File: config.mk
export PLATFORM = sky130hd
export DESIGN_NAME = hwpe_vec_engine
export DESIGN_NICKNAME = d
export VERILOG_FILES = /design/src/rtl/hwpe_vec_engine.sv
export SDC_FILE = /design/constraint.sdc
export NUM_CORES = 2
export LEC_CHECK = 0
export CAP_MARGIN = 5
export CORE_MARGIN = 2
export CORE_UTILIZATION = 40
export CTS_CLUSTER_DIAMETER = 150
export DETAILED_ROUTE_END_ITERATION = 12
export HOLD_SLACK_MARGIN = 0.1
export SETUP_SLACK_MARGIN = 0.5
export SLEW_MARGIN = 15
export SYNTH_ARGS = -nofsm -noshare
export SYNTH_HDL_FRONTEND = slang
export SYNTH_SLANG_ARGS = --single-unit
File: constraint.sdc
create_clock -name clk_i -period 3.85 [get_ports clk_i]
set_clock_uncertainty 0.2 [all_clocks]
set_input_delay 0.9625 -clock clk_i [delete_from_list [all_inputs] [get_ports clk_i]]
set_output_delay 0.9625 -clock clk_i [all_outputs]
set_load 0.005 [all_outputs]
File: src/rtl/hwpe_vec_engine.sv
// Elementwise integer vector engine: joins NB_OPERANDS source streams, applies
// one of eight ops per element and returns results through a stallable pipeline.
module hwpe_vec_engine #(
  parameter int DATA_WIDTH  = 32,
  parameter int NB_OPERANDS = 2,
  parameter int PIPE_STAGES = 2,
  parameter int LEN_WIDTH   = 16
) (
  input  logic                              clk_i,
  input  logic                              rst_ni,
  input  logic                              clear_i,
  input  logic                              start_i,
  input  logic [2:0]                        op_i,
  input  logic [LEN_WIDTH-1:0]              len_i,
  output logic                              busy_o,
  output logic                              done_o,
  output logic [LEN_WIDTH-1:0]              cnt_o,
  input  logic [NB_OPERANDS-1:0]            src_valid_i,
  input  logic [NB_OPERANDS*DATA_WIDTH-1:0] src_data_i,
  output logic [NB_OPERANDS-1:0]            src_ready_o,
  output logic                              sink_valid_o,
  output logic [DATA_WIDTH-1:0]             sink_data_o,
  input  logic                              sink_ready_i
);

  typedef enum logic [1:0] {
    IDLE  = 2'd0,
    RUN   = 2'd1,
    DRAIN = 2'd2
  } state_e;

  localparam logic [LEN_WIDTH-1:0] LEN_ZERO = LEN_WIDTH'(0);
  localparam logic [LEN_WIDTH-1:0] LEN_ONE  = LEN_WIDTH'(1);

  localparam logic [2:0] OP_ADD = 3'd0;
  localparam logic [2:0] OP_SUB = 3'd1;
  localparam logic [2:0] OP_MUL = 3'd2;
  localparam logic [2:0] OP_MIN = 3'd3;
  localparam logic [2:0] OP_MAX = 3'd4;
  localparam logic [2:0] OP_AND = 3'd5;
  localparam logic [2:0] OP_OR  = 3'd6;
  localparam logic [2:0] OP_XOR = 3'd7;

  state_e                  state_r;
  state_e                  state_nxt_s;
  logic [2:0]              op_r;
  logic [LEN_WIDTH-1:0]    len_r;
  logic [LEN_WIDTH-1:0]    acc_cnt_r;
  logic [LEN_WIDTH-1:0]    cnt_r;
  logic                    busy_r;
  logic                    done_r;
  logic                    valid_r [PIPE_STAGES];
  logic [DATA_WIDTH-1:0]   data_r  [PIPE_STAGES];

  logic                    advance_s;
  logic                    fire_s;
  logic                    sink_hs_s;
  logic                    last_acc_s;
  logic                    last_res_s;
  logic                    start_s;
  logic                    done_set_s;
  logic [NB_OPERANDS-1:0]  src_ready_s;
  logic [DATA_WIDTH-1:0]   result_s;

  // Folds all operands with the selected op; MUL only uses the first two.
  function automatic logic [DATA_WIDTH-1:0] vec_op(
    input logic [2:0]                        op,
    input logic [NB_OPERANDS*DATA_WIDTH-1:0] src
  );
    logic [DATA_WIDTH-1:0] acc;
    logic [DATA_WIDTH-1:0] opnd;
    acc = src[0 +: DATA_WIDTH];
    for (int k = 1; k < NB_OPERANDS; k++) begin
      opnd = src[k*DATA_WIDTH +: DATA_WIDTH];
      case (op)
        OP_ADD:  acc = acc + opnd;
        OP_SUB:  acc = acc - opnd;
        OP_MUL:  acc = (k == 1) ? acc * opnd : acc;
        OP_MIN:  acc = ($signed(opnd) < $signed(acc)) ? opnd : acc;
        OP_MAX:  acc = ($signed(opnd) > $signed(acc)) ? opnd : acc;
        OP_AND:  acc = acc & opnd;
        OP_OR:   acc = acc | opnd;
        OP_XOR:  acc = acc ^ opnd;
        default: acc = acc;
      endcase
    end
    return acc;
  endfunction

  // The whole pipeline stalls only when its last stage is full and not taken.
  assign advance_s  = !valid_r[PIPE_STAGES-1] || sink_ready_i;
  assign fire_s     = (state_r == RUN) && (&src_valid_i) && advance_s && !clear_i;
  assign sink_hs_s  = valid_r[PIPE_STAGES-1] && sink_ready_i;
  assign last_acc_s = fire_s && ((acc_cnt_r + LEN_ONE) == len_r);
  assign last_res_s = sink_hs_s && ((cnt_r + LEN_ONE) == len_r);
  assign start_s    = (state_r == IDLE) && start_i && !clear_i;
  assign result_s   = vec_op(op_r, src_data_i);

  // FSM state register plus the registered busy/done flags.
  always_ff @(posedge clk_i or negedge rst_ni) begin
    if (!rst_ni) begin
      state_r <= IDLE;
      busy_r  <= 1'b0;
      done_r  <= 1'b0;
    end else if (clear_i) begin
      state_r <= IDLE;
      busy_r  <= 1'b0;
      done_r  <= 1'b0;
    end else begin
      state_r <= state_nxt_s;
      busy_r  <= (state_nxt_s != IDLE);
      done_r  <= done_set_s;
    end
  end

  // FSM next-state logic.
  always_comb begin
    state_nxt_s = state_r;
    case (state_r)
      IDLE: begin
        if (start_i && (len_i != LEN_ZERO)) begin
          state_nxt_s = RUN;
        end else begin
          state_nxt_s = IDLE;
        end
      end
      RUN: begin
        if (last_acc_s) begin
          state_nxt_s = DRAIN;
        end else begin
          state_nxt_s = RUN;
        end
      end
      DRAIN: begin
        if (last_res_s) begin
          state_nxt_s = IDLE;
        end else begin
          state_nxt_s = DRAIN;
        end
      end
      default: state_nxt_s = IDLE;
    endcase
  end

  // FSM outputs: source ready and the done request for the following cycle.
  always_comb begin
    done_set_s  = 1'b0;
    src_ready_s = {NB_OPERANDS{1'b0}};
    case (state_r)
      IDLE: begin
        done_set_s  = start_i && (len_i == LEN_ZERO);
        src_ready_s = {NB_OPERANDS{1'b0}};
      end
      RUN: begin
        done_set_s  = 1'b0;
        src_ready_s = {NB_OPERANDS{fire_s}};
      end
      DRAIN: begin
        done_set_s  = last_res_s;
        src_ready_s = {NB_OPERANDS{1'b0}};
      end
      default: begin
        done_set_s  = 1'b0;
        src_ready_s = {NB_OPERANDS{1'b0}};
      end
    endcase
  end

  // Job parameters and the accepted / delivered element counters.
  always_ff @(posedge clk_i or negedge rst_ni) begin
    if (!rst_ni) begin
      op_r      <= 3'd0;
      len_r     <= LEN_ZERO;
      acc_cnt_r <= LEN_ZERO;
      cnt_r     <= LEN_ZERO;
    end else if (clear_i) begin
      op_r      <= 3'd0;
      len_r     <= LEN_ZERO;
      acc_cnt_r <= LEN_ZERO;
      cnt_r     <= LEN_ZERO;
    end else if (start_s) begin
      op_r      <= op_i;
      len_r     <= len_i;
      acc_cnt_r <= LEN_ZERO;
      cnt_r     <= LEN_ZERO;
    end else begin
      if (fire_s) begin
        acc_cnt_r <= acc_cnt_r + LEN_ONE;
      end
      if (sink_hs_s) begin
        cnt_r <= cnt_r + LEN_ONE;
      end
    end
  end

  // Result pipeline; stage 0 captures the computed element on a fire.
  always_ff @(posedge clk_i or negedge rst_ni) begin
    if (!rst_ni) begin
      for (int i = 0; i < PIPE_STAGES; i++) begin
        valid_r[i] <= 1'b0;
        data_r[i]  <= {DATA_WIDTH{1'b0}};
      end
    end else if (clear_i) begin
      for (int i = 0; i < PIPE_STAGES; i++) begin
        valid_r[i] <= 1'b0;
        data_r[i]  <= {DATA_WIDTH{1'b0}};
      end
    end else if (advance_s) begin
      valid_r[0] <= fire_s;
      if (fire_s) begin
        data_r[0] <= result_s;
      end
      for (int i = 1; i < PIPE_STAGES; i++) begin
        valid_r[i] <= valid_r[i-1];
        data_r[i]  <= data_r[i-1];
      end
    end
  end

  assign busy_o       = busy_r;
  assign done_o       = done_r;
  assign cnt_o        = cnt_r;
  assign src_ready_o  = src_ready_s;
  assign sink_valid_o = valid_r[PIPE_STAGES-1];
  assign sink_data_o  = data_r[PIPE_STAGES-1];

endmodule
Word level (Yosys, flattened, before mapping)

Cells that the tools add are included.

Register bits: 121
Latch bits: 0
RAM bits: 0
ROM bits: 0
Word-level logic and storage cells: 84
Memories kept: 0

Add/sub/neg operators: 4
$mul: 1
Div/mod/pow operators: 0
Magnitude comparators: 2
Eq/ne operators: 11
Shift operators: 0
Muxes and demuxes: 27
Bitwise logic cells: 3
Reduce and logical (&&, ||, !) cells: 25

Operator list:

| kind                                                                   | count |
|---|---|
| 32-bit case mux with 8 select lines                                    | 1 |
| 16-bit 2-to-1 mux                                                      | 8 |
| 64-bit 2-to-1 mux                                                      | 2 |
| 32-bit 2-to-1 mux                                                      | 3 |
| 16-bit by 1-bit adder with 16-bit output (second input constant)       | 2 |
| 32-bit adder                                                           | 1 |
| 32-bit AND                                                             | 1 |
| 16-bit equality test                                                   | 2 |
| 32-bit greater-than comparator                                         | 1 |
| 32-bit less-than comparator                                            | 1 |
| 32-bit by 32-bit multiplier with 32-bit output                         | 1 |
| 32-bit OR                                                              | 1 |
| 32-bit subtractor                                                      | 1 |
| 32-bit bitwise XOR                                                     | 1 |
| 16-bit logical NOT                                                     | 1 |
| 16-bit nonzero test                                                    | 1 |
| 3-bit equality test (second input constant)                            | 4 |
| 2-bit 2-to-1 mux                                                       | 6 |
| 1-bit logical AND                                                      | 10 |
| 2-bit nonzero test                                                     | 4 |
| 3-bit by 2-bit equality test with 1-bit output (second input constant) | 2 |
| 3-bit 2-to-1 mux                                                       | 2 |
| 2-bit case mux with 3 select lines                                     | 1 |
| 3-bit nonzero test                                                     | 2 |
| other kinds (10)                                                       | 14 |

Logic depth before layout (Yosys ltp)

Depth after elaboration: 9
Depth in mapped cells: 29
Depth with buffers taken out: 26

Worst setup path after synthesis

No wires, ideal clock.

Path kind: input to register
Start: input port src_data_i[34]
End: register data_r[63] (netlist bit)
Data arrival time: 7.724 ns
Required time: 3.529 ns
Setup slack: -4.196 ns
Cell stages on the path: 25
Cell sequence: clkbuf_1 -> clkinv_1 -> buf_1 -> nor2_1 -> fa_1 -> inv_1 -> fa_1 -> fa_1 -> fa_1 -> inv_1 -> fa_1 -> inv_1 -> fa_1 -> inv_1 -> fa_1 -> fa_1 -> ha_1 -> inv_1 -> o21ai_0 -> a31oi_1 -> o211ai_1 -> a311oi_1 -> xnor2_1 -> a221o_1 -> a32o_2

Cells in the longest elaborated chain, start to end: 6
Elaborated cells on any way between the ends: 11
Those cells by class: 2 x add/sub; 1 x mul; 2 x order compare; 6 x mux

RTL lines:

| item                                                                                                   | RTL line | source |
|---|---|---|
| start: declaration                                                                                     | 19       | `input logic [NB_OPERANDS*DATA_WIDTH-1:0] src_data_i,` |
| parallel branches: the longest is 2 deep, another holds 32-bit by 32-bit multiplier with 32-bit output | --       |  |
| 32-bit case mux with 8 select lines *                                                                  | 75       | `case (op)` |
| 32-bit 2-to-1 mux *                                                                                    | 210      | `if (fire_s) begin` |
| 64-bit 2-to-1 mux *                                                                                    | 208      | `end else if (advance_s) begin` |
| 64-bit 2-to-1 mux *                                                                                    | 203      | `end else if (clear_i) begin` |
| end signal: indexed assignment                                                                         | 201      | `data_r[i] <= {DATA_WIDTH{1'b0}};` |
| end signal: indexed assignment                                                                         | 206      | `data_r[i] <= {DATA_WIDTH{1'b0}};` |
| end signal: indexed assignment                                                                         | 215      | `data_r[i] <= data_r[i-1];` |
| end: declaration                                                                                       | 53       | `logic [DATA_WIDTH-1:0] data_r [PIPE_STAGES];` |

Mark *: on every way between the ends. The select of a mux whose other input is x is not followed.
A chain may end at the register's enable or synchronous reset.

Worst setup path after layout

Start: input port src_data_i[13]
End: register data_r[63] (netlist bit)

Same word-level chain as after synthesis.

==> flow_summary.rst <==
.. list-table::
   :header-rows: 1

   * - Metric
     - Value
   * - Result of the run
     - complete, but fails checks
   * - Violations in the final reports
     - setup timing
   * - Area after DPL
     - 34700 sq um
   * - Reg-to-Reg End
     - data_r[63]
   * - Detailed Place HPWL
     - 90.7 mm
   * - Drt total wl
     - 115 mm
   * - Post-CTS Hold Fix Bufs
     - 0
   * - Starting density of the core
     - 0.403
   * - Share of Yosys cell area claimed by the top area cell type
     - 0.303
   * - Global-route total usage across every layer
     - 0.330
   * - Setup Total Neg Slack
     - -83230 ps
   * - Library cell with the largest summed area after synthesis
     - sky130_fd_sc_hd__fa_1
   * - GP Congestion
     - 1.02
   * - R2R Setup Slk
     - -480 ps
   * - Die area
     - 69700 sq um
   * - CP max FO
     - 5
   * - Max_cap viols
     - 0
   * - Critical path launch point type
     - primary input
   * - CTS tree
     - yes
   * - Max-slew violation count
     - 0
   * - Wire length of the first global-routing pass
     - 172 mm
   * - Top post-synthesis cells by area
     - sky130_fd_sc_hd__fa_1 30%, sky130_fd_sc_hd__ha_1 12%, sky130_fd_sc_hd__dfrtp_1 11%
   * - Worst hold path endpoint
     - data_r[42]
   * - 1st-pass router iterations
     - 5
   * - Number of nets still failing antenna checks after routing
     - 0
   * - Setup repair after global routing missed its margin
     - yes
   * - Post-synthesis net count
     - 4016
   * - Number of distinct library cells after synthesis
     - 86
   * - Area of all placed cells without fillers
     - 39300 sq um
   * - Worst Setup Slack, final
     - -3690 ps
   * - Shortest period the worst path allows
     - 7540 ps
   * - Data required, critical path
     - 3980 ps
   * - Final Util
     - 0.586
   * - Startpoint of the worst hold path
     - data_r[42]
   * - Mean post-synth cell area
     - 8.28 sq um
   * - Num rows
     - 95
   * - Worst path bufs/invs
     - 9
   * - DRC violations left
     - 0
   * - Number of hold-slack violations in the final timing report
     - 0
   * - WS Path Type
     - in2reg
   * - Congestion Overflow GR
     - 0
   * - CP endpoint kind
     - flop
   * - Via-per-instance ratio
     - 5.57
   * - Tcrit/Tclk final
     - 1.96
   * - Die Span X
     - 264 microns
   * - Ys async rst share
     - 1.00
   * - Area overhead of the layout relative to synthesis
     - 45.4%
   * - Number of nets in the final layout
     - 4751
   * - Maximum number of buffers from clock root to sink
     - 2
   * - Clock Sink Count
     - 121
   * - Proportion of layout cells with a drive suffix above 1
     - 0.333
   * - Syn Std Cell Area
     - 27000 sq um
   * - Worst r2r src
     - op_r[2]
   * - Number of placed I/O pins
     - 143
   * - Mapped Cells
     - 3264
   * - Clock-pin slew of the registers on the worst-case setup and hold paths
     - 60 ps
   * - Initial antenna violation count
     - 2
   * - Number of cell instances on the worst register-to-register path
     - 18
   * - Largest net degree at the start of global routing
     - 53
   * - Clock latency of the later-clocked register in the worst-skew pair
     - 430 ps
   * - Number of buffers created by CTS
     - 17
   * - Slowest cell on the critical path
     - sky130_fd_sc_hd__fa_1
   * - Syn. warnings
     - 0
   * - Kind of cell with the highest combined delay on the critical path
     - adder cells
   * - Data arrival time at the worst-slack endpoint
     - 7660 ps
   * - Average wire per standard cell
     - 23.6 microns
   * - Stage delay of the slowest cell on the critical path
     - 570 ps
   * - Die height
     - 264 microns
   * - Final setup violating endpoints
     - 32
   * - Worst rel slew slack
     - 0.293
   * - Hold Path Depth
     - 2
   * - Clk root buf
     - sky130_fd_sc_hd__clkbuf_16
   * - Worst Hold Class
     - reg2reg
   * - Placeable core region
     - 67000 sq um
   * - Measured slew at the worst slew-check pin
     - 1060 ps
   * - DR iter-0 viols
     - 2786
   * - Main flop type after synthesis
     - sky130_fd_sc_hd__dfrtp_1
   * - IO buf count
     - 142
   * - Seq/Total Area, Yosys
     - 0.112
   * - Number of enable-type register cells in the synthesized netlist
     - 0
   * - Total number of vias
     - 27200
   * - Maximum clock rate
     - 0.133 GHz
   * - Via count of the first global-routing pass
     - 27500
   * - Htree depth
     - 4
   * - Post-synthesis register bit count
     - 121
## cell families after synthesis
family                     Yosys count  synth area share
AOI/OAI and AO/OA                  559             0.135
DFF                                121             0.112
muxes                               31            0.0115
buffers and inverters              689             0.101
adders and majority gates          663             0.421
xor gates and xnor gates           196            0.0640
and+or+nand+nor                   1005             0.156
## layout make-up
class                           count  area (sq um)
Antenna cell                        3          7.51
Timing Repair Buffer              926          8820
Timing Repair inverter              4          52.6
Clock inverter                     13          98.8
Tap cell                          873          1090
Sequential cell                   121          3030
Multi-Input combinational cell   2454         23700
Inverter                          475          2060
Fill cell                        5818         27700
Clock buffer                       19           443
## worst max path at each step
stage                    from         end  cells after the start  slack, ps
2_1_floorplan  src_data_i[35]  data_r[63]                     24      -3750
3_3_place_gp   src_data_i[17]  data_r[63]                     24      -4680
3_5_place_dp    src_data_i[8]  data_r[63]                     25      -4760
4_1_cts        src_data_i[24]  data_r[63]                     24      -3800
5_1_grt        src_data_i[38]  data_r[63]                     26      -3860
6_report       src_data_i[13]  data_r[63]                     27      -3690
## worst reg2reg max path: cells and delay by family, from the launching register on
family	cells	cell delay, ps
and+or+nand+nor	4	530
adders and majority gates	1	320
DFF	1	410
AOI/OAI and AO/OA	8	1930
buffers and inverters	4	680
xor gates and xnor gates	1	160
## cell usage after synthesis (41+ instances only)
library cell	instances
sky130_fd_sc_hd__nor2_1	442
sky130_fd_sc_hd__a22o_1	41
sky130_fd_sc_hd__ha_1	253
sky130_fd_sc_hd__o21ai_0	138
sky130_fd_sc_hd__inv_1	454
sky130_fd_sc_hd__nand2_1	377
sky130_fd_sc_hd__xor2_1	58
sky130_fd_sc_hd__dfrtp_1	121
sky130_fd_sc_hd__clkbuf_1	146
sky130_fd_sc_hd__xnor2_1	137
sky130_fd_sc_hd__a21oi_1	166
sky130_fd_sc_hd__fa_1	409
sky130_fd_sc_hd__nand3_1	44
## repair_timing
item,in CTS,in global routing
cloned,9,0
setup endpoints to repair,35,38
pin swaps,225,137
setup buffers,113,44
resized for setup,643,199
## flip-flops by register name, indices dropped and copies added (netlist names)
name / count
done_o: 1
valid_r: 1
cnt_o: 16
op_r: 3
sink_valid_o: 1
acc_cnt_r: 16
data_r: 32
sink_data_o: 32
len_r: 16
busy_o: 1
state_r: 2
## through the flow
stage,std cells,setup slack [ps],hold WS [ps]
6_report,4888,-3690,295
5_1_grt,4885,-3860,327
4_1_cts,4841,-3800,292
3_5_place_dp,4687,-4760,276
3_3_place_gp,4687,-4680,265
2_1_floorplan,3264,-3750,243
## cell usage in the layout (no fill, tap or decap), drive strengths merged, types with 33 or more instances in the layout
cell type and count:
buf 809, inv 461, nor2 442, fa 409, nand2 377, ha 253
a21oi 166, o21ai 139, xnor2 137, dfrtp 121, clkdlybuf4s50 73, xor2 58
nand3 45, a22o 41, nor3 33, clkbuf 33
## layer usage
| layer | track usage | routed length (microns) |
|---|---|---|
| met4 | 0.135 | 5670 |
| met3 | 0.0802 | 12300 |
| met2 | 0.512 | 50800 |
| met1 | 0.441 | 46500 |
| met5 | 0 | 0 |
Power is left out: the tool's default activity adds up to more than one toggle a clock period on the data nets, which glitch-free logic cannot reach.
